==> src/rtl/sdram_cmd_fsm.sv <==
// SDRAM command sequencer: arbitrates refresh/write/read in idle and walks ACT, READ/WRITE, PRE
// and AREF through fixed-latency waits. Every wait is timed by one shared cycle counter.
module sdram_cmd_fsm #(
    parameter int TRCD         = 2,
    parameter int CL           = 3,
    parameter int TWR          = 2,
    parameter int TRP          = 2,
    parameter int TRFC         = 7,
    parameter int BURST_LEN    = 4,
    parameter int REF_INTERVAL = 780
) (
    input  logic        clk_100m,
    input  logic        rst,
    input  logic        init_done,
    input  logic        wr_req,
    input  logic        rd_req,
    input  logic [23:0] sys_addr,
    output logic        wr_ack,
    output logic        rd_ack,
    output logic [3:0]  work_state,
    output logic [3:0]  sdram_cmd,
    output logic [1:0]  sdram_ba,
    output logic [12:0] sdram_addr,
    output logic        busy
);

    localparam logic [3:0] W_IDLE   = 4'd0;
    localparam logic [3:0] W_ACTIVE = 4'd1;
    localparam logic [3:0] W_TRCD   = 4'd2;
    localparam logic [3:0] W_READ   = 4'd3;
    localparam logic [3:0] W_CL     = 4'd4;
    localparam logic [3:0] W_RD     = 4'd5;
    localparam logic [3:0] W_WRITE  = 4'd6;
    localparam logic [3:0] W_WD     = 4'd7;
    localparam logic [3:0] W_TWR    = 4'd8;
    localparam logic [3:0] W_PRE    = 4'd9;
    localparam logic [3:0] W_TRP    = 4'd10;
    localparam logic [3:0] W_AR     = 4'd11;
    localparam logic [3:0] W_TRFC   = 4'd12;

    localparam logic [3:0] CMD_NOP   = 4'b0111;
    localparam logic [3:0] CMD_ACT   = 4'b0011;
    localparam logic [3:0] CMD_READ  = 4'b0101;
    localparam logic [3:0] CMD_WRITE = 4'b0100;
    localparam logic [3:0] CMD_PRE   = 4'b0010;
    localparam logic [3:0] CMD_AREF  = 4'b0001;

    // Last cycle-counter value of each multi-cycle state (TRCD, CL, TRP, TRFC, BURST_LEN >= 2).
    localparam logic [7:0] L_TRCD = 8'(TRCD - 2);
    localparam logic [7:0] L_WD   = 8'(BURST_LEN - 2);
    localparam logic [7:0] L_TWR  = 8'(TWR - 1);
    localparam logic [7:0] L_CL   = 8'(CL - 2);
    localparam logic [7:0] L_RD   = 8'(BURST_LEN - 1);
    localparam logic [7:0] L_TRP  = 8'(TRP - 2);
    localparam logic [7:0] L_TRFC = 8'(TRFC - 2);

    localparam int             RW       = (REF_INTERVAL > 1) ? $clog2(REF_INTERVAL) : 1;
    localparam logic [RW-1:0]  REF_LAST = RW'(REF_INTERVAL - 1);

    logic [3:0]    state_q, state_d;
    logic [7:0]    cnt_q, cnt_d;
    logic [RW-1:0] ref_cnt_q, ref_cnt_d;
    logic          ref_pend_q, ref_pend_d;
    logic [23:0]   lat_q, lat_d;
    logic          is_wr_q, is_wr_d;
    logic          wr_ack_q, wr_ack_d;
    logic          rd_ack_q, rd_ack_d;
    logic [3:0]    cmd_q, cmd_d;
    logic [1:0]    ba_q, ba_d;
    logic [12:0]   addr_q, addr_d;

    // Handshake: wr_req/rd_req are levels the requester holds until it sees the matching ack,
    // a one-cycle pulse registered on the accepting edge; requests are only sampled in W_IDLE.
    always_comb begin
        state_d    = state_q;
        cnt_d      = cnt_q + 8'd1;
        ref_cnt_d  = ref_cnt_q;
        ref_pend_d = ref_pend_q;
        lat_d      = lat_q;
        is_wr_d    = is_wr_q;
        wr_ack_d   = 1'b0;
        rd_ack_d   = 1'b0;
        cmd_d      = CMD_NOP;
        ba_d       = ba_q;
        addr_d     = addr_q;

        // Interval restarts once the refresh is issued and completed, giving 780 + 8 cycle spacing.
        if (!init_done) begin
            ref_cnt_d = '0;
        end else if (!ref_pend_q && state_q != W_AR && state_q != W_TRFC) begin
            if (ref_cnt_q == REF_LAST) begin
                ref_cnt_d  = '0;
                ref_pend_d = 1'b1;
            end else begin
                ref_cnt_d = ref_cnt_q + RW'(1);
            end
        end

        case (state_q)
            W_IDLE: begin
                if (init_done) begin
                    if (ref_pend_q) begin
                        state_d = W_AR;
                    end else if (wr_req) begin
                        state_d  = W_ACTIVE;
                        lat_d    = sys_addr;
                        is_wr_d  = 1'b1;
                        wr_ack_d = 1'b1;
                    end else if (rd_req) begin
                        state_d  = W_ACTIVE;
                        lat_d    = sys_addr;
                        is_wr_d  = 1'b0;
                        rd_ack_d = 1'b1;
                    end
                end
            end
            W_ACTIVE: state_d = W_TRCD;
            W_TRCD:   if (cnt_q == L_TRCD) state_d = is_wr_q ? W_WRITE : W_READ;
            W_WRITE:  state_d = W_WD;
            W_WD:     if (cnt_q == L_WD) state_d = W_TWR;
            W_TWR:    if (cnt_q == L_TWR) state_d = W_PRE;
            W_READ:   state_d = W_CL;
            W_CL:     if (cnt_q == L_CL) state_d = W_RD;
            W_RD:     if (cnt_q == L_RD) state_d = W_PRE;
            W_PRE:    state_d = W_TRP;
            W_TRP:    if (cnt_q == L_TRP) state_d = W_IDLE;
            W_AR:     state_d = W_TRFC;
            W_TRFC:   if (cnt_q == L_TRFC) state_d = W_IDLE;
            default:  state_d = W_IDLE;
        endcase

        if (state_d != state_q) cnt_d = 8'd0;
        if (state_d == W_AR && state_q != W_AR) ref_pend_d = 1'b0;

        // Command and address are registered against the next state so they line up with work_state.
        case (state_d)
            W_ACTIVE: begin
                cmd_d  = CMD_ACT;
                ba_d   = lat_d[23:22];
                addr_d = lat_d[21:9];
            end
            W_READ: begin
                cmd_d  = CMD_READ;
                ba_d   = lat_d[23:22];
                addr_d = {4'b0000, lat_d[8:0]};
            end
            W_WRITE: begin
                cmd_d  = CMD_WRITE;
                ba_d   = lat_d[23:22];
                addr_d = {4'b0000, lat_d[8:0]};
            end
            W_PRE: begin
                cmd_d  = CMD_PRE;
                addr_d = 13'h0400;
            end
            W_AR:    cmd_d = CMD_AREF;
            default: cmd_d = CMD_NOP;
        endcase
    end

    always_ff @(posedge clk_100m) begin
        if (rst) begin
            state_q    <= W_IDLE;
            cnt_q      <= 8'd0;
            ref_cnt_q  <= '0;
            ref_pend_q <= 1'b0;
            lat_q      <= 24'd0;
            is_wr_q    <= 1'b0;
            wr_ack_q   <= 1'b0;
            rd_ack_q   <= 1'b0;
            cmd_q      <= CMD_NOP;
            ba_q       <= 2'd0;
            addr_q     <= 13'd0;
        end else begin
            state_q    <= state_d;
            cnt_q      <= cnt_d;
            ref_cnt_q  <= ref_cnt_d;
            ref_pend_q <= ref_pend_d;
            lat_q      <= lat_d;
            is_wr_q    <= is_wr_d;
            wr_ack_q   <= wr_ack_d;
            rd_ack_q   <= rd_ack_d;
            cmd_q      <= cmd_d;
            ba_q       <= ba_d;
            addr_q     <= addr_d;
        end
    end

    assign work_state = state_q;
    assign busy       = (state_q != W_IDLE);
    assign sdram_cmd  = cmd_q;
    assign sdram_ba   = ba_q;
    assign sdram_addr = addr_q;
    assign wr_ack     = wr_ack_q;
    assign rd_ack     = rd_ack_q;

endmodule

==> config.mk <==
export PLATFORM = sky130hd
export DESIGN_NAME = sdram_cmd_fsm
export DESIGN_NICKNAME = d
export VERILOG_FILES = /design/src/rtl/sdram_cmd_fsm.sv
export SDC_FILE = /design/constraint.sdc
export NUM_CORES = 1
export LEC_CHECK = 0
export CAP_MARGIN = 15
export CORE_ASPECT_RATIO = 1.25
export CORE_MARGIN = 2
export CORE_UTILIZATION = 51
export CTS_CLUSTER_SIZE = 20
export DETAILED_ROUTE_END_ITERATION = 8
export PLACE_DENSITY = 0.79
export SETUP_SLACK_MARGIN = 0.3
export SLEW_MARGIN = 15
export SYNTH_ARGS = -nofsm -noshare
export SYNTH_HDL_FRONTEND = slang
export SYNTH_SLANG_ARGS = --single-unit
==> constraint.sdc <==
create_clock -name clk_100m -period 2.71 [get_ports clk_100m]
set_input_delay 0.271 -clock clk_100m [delete_from_list [all_inputs] [get_ports clk_100m]]
set_output_delay 0.271 -clock clk_100m [all_outputs]
set_load 0.01 [all_outputs]
Yosys cells after proc, flatten, opt, wreduce, memory -nomap -nowiden:

Cells that the tools add are included.

* register bits after elaboration: 69
* word-level logic and storage cells: 84
* input port bits: 29
* output and inout bits: 26

* eq/ne operators: 25
* muxes and demuxes: 25
* add/subtract/negate cells: 2
* reductions and logical operators: 18
* bitwise gates (word level): 3

Operator list (count)
* 2-to-1 mux 24 bit: 5
* one-hot mux 4 bit (13 select lines): 1
* 2-to-1 mux 4 bit: 11
* one-hot mux 13 bit (3 select lines): 1
* equality test 4 bit (second input constant): 7
* equality test 4 x 3 -> 1 bit (second input constant): 5
* equality test 8 x 2 -> 1 bit (second input constant): 2
* one-hot mux 3 bit (5 select lines): 1
* equality test 4 x 2 -> 1 bit (second input constant): 3
* adder 10 x 1 -> 10 bit (second input constant): 1
* equality test 10 bit (second input constant): 1
* 2-to-1 mux 10 bit: 1
* adder 8 x 1 -> 8 bit (second input constant): 1
* equality test 4 x 1 -> 1 bit (second input constant): 2
* equality test 8 x 1 -> 1 bit (second input constant): 1
* equality test 8 x 3 -> 1 bit (second input constant): 1
* logical NOT 8 bit: 1
* inequality test 4 bit (second input constant): 2
* OR reduction 2 bit: 4
* OR reduction 5 bit: 1
* logical NOT 4 bit: 1
* 2-to-1 mux 1 bit: 4
* inequality test 4 bit: 1
* AND reduction 4 bit: 1
* 10 further kinds: 14

Logic depth before layout (Yosys ltp):

* word-level depth: 8
* gate-level depth with buffers: 9
* mapped depth without buffers: 8

Least setup slack after synthesis:

OpenSTA, ideal clock, no wires.

* kind: register -> register
* start point: register cnt_q[0]
* end point: register addr_q[1] (netlist: sdram_addr[1])
* library setup time: 0.116 ns
* path buffers: 1
* required time: 2.594 ns
* stages on the path, launching flop included: 10
* arrival time: 1.998 ns
* slack: 0.595 ns
* clock period less this slack: 2.115 ns
* cell sequence: dfxtp_1 > inv_1 > ha_1 > nor4bb_1 > nand2_1 > and2_1 > o311a_1 > or2_1 > buf_6 > o211a_1

* longest elaborated chain between the ends: 6
* elaborated cells on any way between the ends: 20
* those cells by class: 8 x eq/ne; 9 x mux; 3 x reduce/logical

Ends and longest elaborated chain
* start, declared: RTL line 61 `logic [7:0] cnt_q, cnt_d;`
* start signal, assigned: RTL line 176 `cnt_q <= cnt_d;`
* equality test 8 x 3 -> 1 bit (tied with other cells): RTL line 128 `W_TRFC: if (cnt_q == L_TRFC) state_d = W_IDLE;`
* 2-to-1 mux 4 bit (tied with other cells): RTL line 128
* one-hot mux 4 bit (13 select lines) *: RTL line 99 `case (state_q)`
* equality test 4 x 3 -> 1 bit / equality test 4 x 2 -> 1 bit (equally long branches): RTL line 136 `case (state_d)`
* OR reduction 2 bit (no line)
* one-hot mux 13 bit (3 select lines) / nonzero test 3 bit (equally long branches)
* end signal, assigned: RTL line 185 `addr_q <= addr_d;`
* end, declared: RTL line 70 `logic [12:0] addr_q, addr_d;`

Mark *: on every way between the ends. The rest lies on a longest branch, timed or not.
A chain may end at the register's enable or synchronous reset.

Worst setup path after layout:

* start point: register cnt_q[1]
* end point: register addr_q[3] (netlist: sdram_addr[3])

The elaborated chain is that of the path after synthesis.

==> summary.md <==
| Metric | Value |
|---|---|
| Via density | 5.659 |
| Initial core utilization | 53.44% |
| Worst-Margin Slew | 0.6442 ns |
| Skew-Pair Late Insertion Delay | 0.31 ns |
| CTS tree | built |
| Internal power | 1.370 mW |
| CP max stage delay | 0.42 ns |
| Gr usage total | 21.32% |
| Antenna diode count | 0 |
| GPL Wtd Cong | 0.8391 |
| DIE AREA | 5966 µm² |
| First-pass GRT wire length | 10.38 mm |
| RSZ-0062 raised after global routing | false |
| Critical path class | flip-flop to flip-flop |
| Max-Cap Viols | 0 |
| Final worst setup slack | 0.4331 ns |
| Worst slack, placed | 0.2115 ns |
| Fin crit period | 2.277 ns |
| CTS Buffer Depth | 2 |
| DR DRC count | 0 |
| Hold EP | lat_q[23] |
| Setup TNS | 0 ns |
| Layout cells sized above 1 | 8.197% |
| Fmax achieved | 439.2 MHz |
| Final Hold Vio Count | 0 |
| Syn avg cell area | 8.570 µm² |
| Startpoint types | flip-flop |
| Top cells by area, synth | dfxtp_1 (40%), nand2_1 (4.4%), nor2_1 (4.3%) |
| CTS Root Cell | clkbuf_8 |
| H-tree depth | 2 |
| Critical R2R Capture | sdram_addr[3] |
| Syn Std Cell Area | 2734 µm² |
| Final wirelength | 6.183 mm |
| Clk_skew | 0.005864 ns |
| Largest net degree at the start of global routing | 19 |
| Hpwl dp | 4.431 mm |
| Buffers on Ports | 53 |
| Sequential element share of the synthesized area | 40.27% |
| Outcome | completed |
| Final net count | 399 |
| Logic pwr share | 27.4% |
| Worst r2r path cells | 7 |
| Fin crit share | 84.02% |
| Final setup fails | 0 |
| First-pass detailed-route iteration total | 4 |
| Gr ovfl total | 0 |
| Die height | 85.86 µm |
| Syn. warnings | 0 |
| First DRT Iteration DRCs | 153 |
| Most frequent cells in the layout | clkdlybuf4s50_1 (53), dfxtp_1 (52), nand2_1 (32) |
| Synth cell types | 53 |
| Top cell type's share of synthesized area | 40.27% |
| Hold WC Path Type | flip-flop to flip-flop |
| Worst IR Drop VDD | 0.3392 mV |
| Wirelength per Cell | 14.45 µm |
| Seq pwr share | 48.5% |
| Most common cell after layout, fill and taps aside | clkdlybuf4s50_1 |
| Register bit total from synthesis | 55 |
| TritonCTS Buffers | 5 |
| Post-synth top area cell | dfxtp_1 |
| Post-synth EDFFs | 0 |
| Prevailing post-synth register cell | dfxtp_1 |
| Antenna violations before repair | 0 |
| I/O pin cnt | 55 |
| Pwr/cell area | 575.6 nW/µm² |
| Hold Crit Start | lat_q[23] |
| Worst EP required | 2.92 ns |
| Post-synthesis net count | 353 |
| # fillers | 456 |
| Cell count of the worst hold path | 2 |
| Reg2Reg Launch Point | cnt_q[1] |
| Via count | 2422 |
| Clock network power share | 24.2% |
| Final Total Pwr | 1.963 mW |
| Core Rows | 29 |
| CP max stage cell | dfxtp_1 |
| DIE WIDTH | 69.49 µm |
| Via count of the first global-routing pass | 2299 |
| Relative slew slack | 56.97% |
| Clk sink count | 55 |
| Post-DRT Antenna Nets | 0 |
| Synth Instances | 319 |
| LEAKAGE | 1.339 nW |
| Worst path cell trace | ha_1, nor4bb_2, nand2_1, and2_1, o311a_1, or2_4, o211a_1 |
| Arrival time at the worst endpoint | 2.49 ns |
| Ys async rst share | 0% |
| Hold buffers post-CTS | 0 |
| CP Capture Type | flip-flop |
| P_sw | 0.5923 mW |
| Worst-path clk slew | 0.09 ns |
| Switching part of the total | 30.18% |
| Core ar. | 5116 µm² |
| Area Overhead vs Synth | 24.71% |
| R2R Setup Slk | 0.43 ns |
| Worst Path Max Fanout | 8 |
| Slew Viols, Final | 0 |
==> worst max-delay path by stage <==
stage / depth (start not counted) / start / end
after global placement: 7 / wr_req / sdram_addr[4]
after floorplan: 9 / cnt_q[0] / sdram_addr[1]
after global routing: 8 / cnt_q[0] / sdram_addr[6]
final: 7 / cnt_q[1] / sdram_addr[3]
after detailed placement: 7 / wr_req / sdram_addr[3]
after CTS: 8 / cnt_q[0] / sdram_addr[3]
==> timing repair <==
| item | CTS | global route |
|---|---|---|
| resized for setup | 0 | 9 |
| hold endpoints to repair | 0 | 0 |
| setup buffers | 0 | 0 |
| setup endpoints to repair | 0 | 20 |
==> cell usage after synthesis, drive strengths merged, types with 2 or more instances <==
library cell,instances
nor4b,3
a21oi,13
o22ai,9
nand4,8
o21a,2
nand2b,3
mux2,3
clkbuf,11
xor2,11
buf,10
and2,5
nor2b,3
and3b,2
and3,4
o211a,8
or3,4
nand2,32
dfxtp,55
mux2i,9
nand3,11
xnor2,4
o21ai,18
nor3,12
or2,2
nor2,32
ha,5
inv,8
o211ai,2
or3b,2
nor4bb,3
a211oi,8
nor3b,4
==> registers in the layout, summed over array words and instances (netlist names) <==
| name | count |
|---|---|
| sdram_addr | 13 |
| ref_pend_q | 1 |
| ref_cnt_q | 10 |
| is_wr_q | 1 |
| sdram_ba | 2 |
| cnt_q | 8 |
| lat_q | 11 |
| wr_ack | 1 |
| work_state | 4 |
| sdram_cmd | 3 |
| rd_ack | 1 |
==> layout make-up <==
type / instances / area [µm²] / area share [%]
Tap cell: 62 / 77.57 / 2.275
Clock buffer: 7 / 86.33 / 2.532
Sequential cell: 55 / 1105 / 32.40
Timing Repair Buffer: 60 / 583.1 / 17.10
Clock inverter: 1 / 8.758 / 0.2569
Inverter: 8 / 30.03 / 0.8807
Multi-Input combinational cell: 235 / 1519 / 44.55
==> per-layer routing <==
| metal | GRT usage (%) | routed length (µm) | vias to the layer above |
|---|---|---|---|
| met5 | 0 | 0 | - |
| met1 | 26.38 | 2744 | 1139 |
| li1 | - | - | 1217 |
| met2 | 37.24 | 3096 | 61 |
| met4 | 7.843 | 74 | 0 |
| met3 | 3.643 | 268 | 5 |
==> worst max-delay path: cells and delay by family (launching register included) <==
family                   cells  cell delay [ns]
AO/OA/AOI/OAI                2             0.61
flip-flops                   1             0.42
adder cells (fa/ha/maj)      1             0.22
AND/OR/NAND/NOR              4             0.93
==> per-stage QoR <==
step | cell area, µm² | cells | hold WS, ns | util [%]
after floorplan | 2734 | 319 | 0.3927 | -
after global placement | 3286 | 420 | 0.4413 | 64.22
after detailed placement | 3286 | 420 | 0.4553 | 64.22
after CTS | 3381 | 428 | 0.4696 | 66.08
after global routing | 3410 | 428 | 0.4829 | 66.64
final | 3410 | 428 | 0.4657 | 66.64
==> power groups by stage <==
stage / sequential (mW) / clock (mW) / combinational (mW)
floorplan: 0.964 / 0 / 0.315
global placement: 0.965 / 0 / 0.520
detailed placement: 0.964 / 0 / 0.527
CTS: 0.948 / 0.484 / 0.531
global route: 0.963 / 0.521 / 0.586
finish: 0.951 / 0.475 / 0.537
==> kinds of logic (layout without fill, tap and decap cells) <==
logic type                 count (synthesis)  after routing  synth area share [%]
muxes                                     12             12                 4.531
xor gates and xnor gates                  15             15                 4.805
DFF                                       55             55                 40.27
and+or+nand+nor                          135            135                 26.59
other                                      1              1                0.1372
AOI/OAI and AO/OA                         67             67                 16.29
buffers and inverters                     29             76                 5.080
adders and majority gates                  5              5                 2.288
No activity file was read; power rests on OpenSTA's default activity.
